`src/rtl/sliced_logic_unit.sv`:
```
// Multi-cycle bitwise logic unit: operands latched on start, SLICE bits processed per clock,
// result presented on a held register with a one-cycle done pulse.
module sliced_logic_unit #(
    parameter int WIDTH = 32,
    parameter int SLICE = 8
) (
    input  logic             clk,
    input  logic             reset_n,
    input  logic             start,
    input  logic [WIDTH-1:0] a,
    input  logic [WIDTH-1:0] b,
    input  logic [2:0]       mode,
    output logic             busy,
    output logic             done,
    output logic [WIDTH-1:0] out,
    output logic             zero,
    output logic             carryout,
    output logic             overflow
);

    // state  | meaning
    // S_IDLE | waiting for start
    // S_RUN  | one slice of the latched operands written per cycle
    // S_DONE | result valid, done pulse; start here is accepted back-to-back
    localparam int NSLICE = WIDTH / SLICE;
    localparam int KW     = (NSLICE > 1) ? $clog2(NSLICE) : 1;
    localparam logic [KW-1:0] K_LAST = KW'(NSLICE - 1);

    typedef enum logic [1:0] {
        S_IDLE = 2'd0,
        S_RUN  = 2'd1,
        S_DONE = 2'd2
    } state_t;

    state_t r_state;
    state_t w_state_next;

    logic [WIDTH-1:0] r_a;
    logic [WIDTH-1:0] r_b;
    logic [2:0]       r_mode;
    logic [KW-1:0]    r_k;
    logic [WIDTH-1:0] r_work;
    logic [WIDTH-1:0] r_out;
    logic             r_zero;

    logic             w_accept;
    logic             w_last;
    logic [SLICE-1:0] w_sa;
    logic [SLICE-1:0] w_sb;
    logic [SLICE-1:0] w_res;
    logic [WIDTH-1:0] w_work_next;

    assign w_last = (r_k == K_LAST);

    always_ff @(posedge clk or negedge reset_n) begin
        if (!reset_n) begin
            r_state <= S_IDLE;
        end else begin
            r_state <= w_state_next;
        end
    end

    always_comb begin
        w_state_next = r_state;
        w_accept     = 1'b0;
        busy         = 1'b0;
        done         = 1'b0;
        case (r_state)
            S_IDLE: begin
                if (start) begin
                    w_accept     = 1'b1;
                    w_state_next = S_RUN;
                end
            end
            S_RUN: begin
                busy = 1'b1;
                if (w_last) begin
                    w_state_next = S_DONE;
                end
            end
            S_DONE: begin
                done = 1'b1;
                if (start) begin
                    w_accept     = 1'b1;
                    w_state_next = S_RUN;
                end else begin
                    w_state_next = S_IDLE;
                end
            end
            default: w_state_next = S_IDLE;
        endcase
    end

    // Slice k of the operands, selected by equality compare so no index arithmetic on r_k
    always_comb begin
        w_sa = '0;
        w_sb = '0;
        for (int i = 0; i < NSLICE; i++) begin
            if (r_k == KW'(i)) begin
                w_sa = r_a[i*SLICE +: SLICE];
                w_sb = r_b[i*SLICE +: SLICE];
            end
        end
    end

    always_comb begin
        case (r_mode)
            3'd0:    w_res = ~(w_sa & w_sb);
            3'd1:    w_res =   w_sa & w_sb;
            3'd2:    w_res = ~(w_sa | w_sb);
            3'd3:    w_res =   w_sa | w_sb;
            3'd4:    w_res = ~(w_sa ^ w_sb);
            3'd5:    w_res =   w_sa ^ w_sb;
            3'd6:    w_res =   w_sa;
            default: w_res =  ~w_sa;
        endcase
    end

    always_comb begin
        w_work_next = r_work;
        for (int i = 0; i < NSLICE; i++) begin
            if (r_k == KW'(i)) begin
                w_work_next[i*SLICE +: SLICE] = w_res;
            end
        end
    end

    // out/zero load from the merged word on the last slice, so they never show a partial result
    always_ff @(posedge clk or negedge reset_n) begin
        if (!reset_n) begin
            r_a    <= '0;
            r_b    <= '0;
            r_mode <= '0;
            r_k    <= '0;
            r_work <= '0;
            r_out  <= '0;
            r_zero <= 1'b1;
        end else if (w_accept) begin
            r_a    <= a;
            r_b    <= b;
            r_mode <= mode;
            r_k    <= '0;
            r_work <= '0;
        end else if (r_state == S_RUN) begin
            r_work <= w_work_next;
            if (w_last) begin
                r_out  <= w_work_next;
                r_zero <= (w_work_next == '0);
            end else begin
                r_k <= r_k + 1'b1;
            end
        end
    end

    assign out      = r_out;
    assign zero     = r_zero;
    assign carryout = 1'b0;
    assign overflow = 1'b0;

endmodule

```
`config.mk`:
```
export PLATFORM = sky130hd
export DESIGN_NAME = sliced_logic_unit
export DESIGN_NICKNAME = d
export VERILOG_FILES = /design/src/rtl/sliced_logic_unit.sv
export SDC_FILE = /design/constraint.sdc
export NUM_CORES = 1
export LEC_CHECK = 0
export BUFFER_PORTS_ARGS = -buffer_cell sky130_fd_sc_hd__buf_2
export CELL_PAD_IN_SITES_DETAIL_PLACEMENT = 1
export CELL_PAD_IN_SITES_GLOBAL_PLACEMENT = 2
export CORE_MARGIN = 3
export CORE_UTILIZATION = 35
export CTS_BUF_LIST = sky130_fd_sc_hd__clkbuf_8
export CTS_CLUSTER_DIAMETER = 80
export DETAILED_ROUTE_END_ITERATION = 8
export MAX_ROUTING_LAYER = met4
export PLACE_DENSITY = 0.94
export SETUP_SLACK_MARGIN = 0.2
export SLEW_MARGIN = 20
export SYNTH_ARGS = -nofsm -noshare
export SYNTH_HDL_FRONTEND = slang
export SYNTH_SLANG_ARGS = --single-unit
```
`constraint.sdc`:
```
create_clock -name clk -period 4.6 [get_ports clk]
set_clock_uncertainty 0.2 [all_clocks]
set_input_delay 0.92 -clock clk [delete_from_list [all_inputs] [get_ports clk]]
set_output_delay 0.92 -clock clk [all_outputs]
set_load 0.02 [all_outputs]
```
==> run summary <==
The arrival time at the worst endpoint is 4.22 ns. met2 is the most crowded layer. The standard cell core area is 18100 um2. The all-layer global routing usage is 20.1%. The total number of placement rows came out at 49. The total overflow reported by the global router came out at 0. The met1 usage came out at 26.2%. The number of antenna diodes in the final layout is 0. The CTS clock-pin slew for the worst setup and hold paths is 0.08 ns.

The type of the setup path with the least slack is flip-flop to flip-flop. The met3 usage in global routing came out at 3.97%. Global routing consumed, on the met2 layer, 31.3% of the routing resources.

The number of violations of the max-capacitance limit came out at 0. The post-detailed-route wirelength per cell came out at 17.9 um. The number of nets in the final layout is 927. The signal on the critical path passes through inv_1 > ha_1 > clkinvlp_4 > and3_1 > a21oi_1 > nor2_1 > a21oi_1 > nor2_1 > a21o_1 > ha_1 > a221oi_1 > o21ai_2 > or3_1 > o2bb2ai_1 > a2111oi_1 > a32o_1. Ranked by instance count, the synthesized netlist is headed by sky130_fd_sc_hd__nand2_1, sky130_fd_sc_hd__dfrtp_1, sky130_fd_sc_hd__nor2_1.

The run finished with clean final reports. The final clock period utilization by the worst path came out at 87.7%. After synthesis, the largest area contributor takes up 49.4% of total cell area. The die span in y came out at 142 um. The synthesized design contains 129 register bits.

For this block, the initial DRC count from the detailed router was 342. The via count came out at 5593. The initial antenna violation count is 0. Measured against its own limit, the worst slew margin works out to 31.4%. The dominant cell by count in the synthesized netlist is sky130_fd_sc_hd__nand2_1. The cell accounting for the most synthesized area is sky130_fd_sc_hd__dfrtp_1.

The final critical path time including I/O delays and setup is 4.03 ns. During I/O placement, the number of pins put on the boundary was 107. The pin count of the biggest net entering global routing came out at 73. For this run, the top clock speed supported by timing is 248 MHz. The number of vias per cell after detailed routing came out at 5.18.

The clock network fraction of design power came out at 14.6%. The maximum fanout along the worst path came out at 11. During synthesis, Yosys emitted a total of 0 warnings. The largest buffer count on any clock path is 2. Sorting the synthesized cells by area gives the leading types as sky130_fd_sc_hd__dfrtp_1, sky130_fd_sc_hd__nand2_1, sky130_fd_sc_hd__ha_1, sky130_fd_sc_hd__a22o_1, sky130_fd_sc_hd__nor2_1. In this run, CTS created clock tree buffers numbering 17. The clock latency on the worst-skew pair came out at 0.46 ns. The cell total after placement is 1049. The DRC violation count after routing came out at 0. The area growth from synthesis to layout is 17.8%. The placed wire-length estimate came out at 13900 um. The leakage power figure came out at 3.91 nW.

The element type at the critical path end is a flip-flop. The count of flip-flops with a built-in enable after synthesis came out at 0. The TritonCTS clock tree is built. The wire length reported by the detailed router came out at 19300 um. The number of global-route vias before repair came to 5833. The mean instance size in the synthesized netlist came out at 8.64 um2. The critical path startpoint category is a flip-flop.

The share of synthesized area occupied by flip-flops and latches is 49.8%. The number of buffer cells added on primary ports came out at 104. The weighted congestion at the end of routability-driven global placement came out at 0.898. The overall die width came out at 142 um.

The power per cell area came out at 877 nW/um2. The sequential share of power is 30.4%. The area of the mapped netlist came out at 6480 um2. The count of different cell masters after synthesis is 60. The clock net sink count came out at 129. The largest individual stage delay along the critical path comes from the cell sky130_fd_sc_hd__a2111oi_1. The final hold violation count is 0. The number of levels in the clock H-tree came out at 4.

The power dissipated by switching net loads is 0.00317 W. The non-filler instance count after layout is 1080. Setup repair after global routing left no endpoint under its margin. The worst flop-to-flop path startpoint is r_k[1]$_DFFE_PN0P_. The final number of setup-violating endpoints is 0. VDD sags by at most 315 uV. The area enclosed by the die boundary came out at 20200 um2. The starting density of the core came out at 35.8%. The switching power as a share of total power is 47.4%. The worst min-delay path class is flip-flop to flip-flop.

The critical path contains buffers and inverters numbering 2 combined. The share of final-layout standard cells stronger than drive strength 1 came out at 20.6%. For this run, the leading register cell type out of synthesis is sky130_fd_sc_hd__dfrtp_1.

The number of detailed-routing iterations run before antenna repair came out at 4. The critical path's top delay family is compound AO/OA/AOI/OAI gates. The fraction of power consumed by combinational cells came out at 55.0%.

The post-route worst hold slack is 0.273 ns. The wire length of the first global-routing pass came out at 31000 um. The number of instances in the synthesized netlist is 750. The share of async-settable or async-resettable flops after synthesis is 100%. The internal portion of the total power is 0.00352 W. The actual slew at the worst max-slew pin is 1.02 ns. In this run the most critical hold path is launched from out[30]$_DFFE_PN0P_. Once placement finished, the instance area stood at 7220 um2. The number of pins exceeding their max-slew limit in the final report is 0. With fillers left out, the area of the finished cells amounts to 7640 um2. STA puts the critical path data required time at 4.78 ns. The detail route stage leaves a number of antenna-violating nets equal to 0. The start point of the critical path is r_k[1]$_DFFE_PN0P_. The number of buffers inserted for hold repair after clock tree synthesis is 0. Setup total negative slack on the finished layout was measured at 0 ns. Clock tree synthesis selected as its root buffer the cell sky130_fd_sc_hd__clkbuf_8. The worst stage delay on the critical path is 0.42 ns.
==> worst paths after layout <==
check                                      endpoint  slack (ns)  cells past startpoint
worst min-delay path            out[30]$_DFFE_PN0P_        0.27                      2
worst max-delay path               zero$_DFFE_PN1P_        0.57                     16
worst min register to register  out[30]$_DFFE_PN0P_        0.27                      2
worst max register to register     zero$_DFFE_PN1P_        0.57                     16
min in group asynchronous       out[26]$_DFFE_PN0P_        0.42                      1
max in group asynchronous          zero$_DFFE_PN1P_        2.89                      2
==> worst reg2reg max path: stages (launching register included) <==
cell and delay (ns):
sky130_fd_sc_hd__dfrtp_1 0.40, sky130_fd_sc_hd__inv_1 0.11, sky130_fd_sc_hd__ha_1 0.24, sky130_fd_sc_hd__clkinvlp_4 0.23
sky130_fd_sc_hd__and3_1 0.20, sky130_fd_sc_hd__a21oi_1 0.17, sky130_fd_sc_hd__nor2_1 0.06, sky130_fd_sc_hd__a21oi_1 0.12
sky130_fd_sc_hd__nor2_1 0.05, sky130_fd_sc_hd__a21o_1 0.17, sky130_fd_sc_hd__ha_1 0.29, sky130_fd_sc_hd__a221oi_1 0.37
sky130_fd_sc_hd__o21ai_2 0.18, sky130_fd_sc_hd__or3_1 0.37, sky130_fd_sc_hd__o2bb2ai_1 0.14, sky130_fd_sc_hd__a2111oi_1 0.42
sky130_fd_sc_hd__a32o_1 0.24
==> kinds of logic (layout without fill, tap and decap cells) <==
group	after synthesis	after routing	share of synthesized area (%)
buffers and inverters	72	172	4.59
other	1	2	0.0579
AND/OR/NAND/NOR	352	352	22.1
multiplexers	5	5	0.830
flip-flops	129	129	49.8
XOR/XNOR	6	6	0.811
AO/OA/AOI/OAI	167	167	18.3
adder cells (fa/ha/maj)	18	18	3.47
==> per-layer routing <==
layer  vias up  wire length (um)
met3        41               980
met4         0               507
met1      2688              8600
met5         -                 0
li1       2700                 -
met2       164              9220
==> power by group through the flow <==
stage / sequential [W] / clock [W] / combinational [W]
6_report: 0.00203 / 0.000979 / 0.00369
5_1_grt: 0.00209 / 0.00106 / 0.00411
4_1_cts: 0.00203 / 0.00101 / 0.00367
3_5_place_dp: 0.00205 / 0 / 0.00364
3_3_place_gp: 0.00204 / 0 / 0.00351
2_1_floorplan: 0.00201 / 0 / 0.00245
==> flip-flops by register name, summed over array words and instances, names as in the netlist <==
signal   count
out         32
r_a         32
r_b         32
r_work      25
r_mode       3
r_k          2
r_state      2
zero         1
==> cell type report <==
type,count,area (um2)
Tap cell,229,287
Clock inverter,11,114
Timing Repair Buffer,119,652
Multi-Input combinational cell,550,2990
Fill cell,2192,10400
Sequential cell,129,3230
Clock buffer,20,275
Inverter,22,86.3
==> repair_timing <==
| action | 4_1_cts | 5_1_grt |
|---|---|---|
| setup endpoints to repair | 0 | 1 |
| buffers inserted | 0 | 0 |
| gates resized for setup | 0 | 8 |
==> metrics by stage <==
stage                     total power [W]  utilization (%)  setup WS, ns
final                             0.00670             42.2         0.565
after global routing              0.00726             42.2         0.254
after CTS                         0.00671             42.1         0.466
after detailed placement          0.00568             39.9         0.488
after global placement            0.00555             39.9         0.740
after floorplan                   0.00446                -         0.834
==> cells in the final DEF (no fill, tap or decap), drive strengths merged, types with 17 or more instances in the layout <==
cell    count
nand2     244
dfrtp     128
buf       119
nor2       59
o21ai      41
a21oi      29
a22o       25
inv        23
clkbuf     20
ha         18
a21o       17
nor3       17
(Power assumes the default switching activity.)
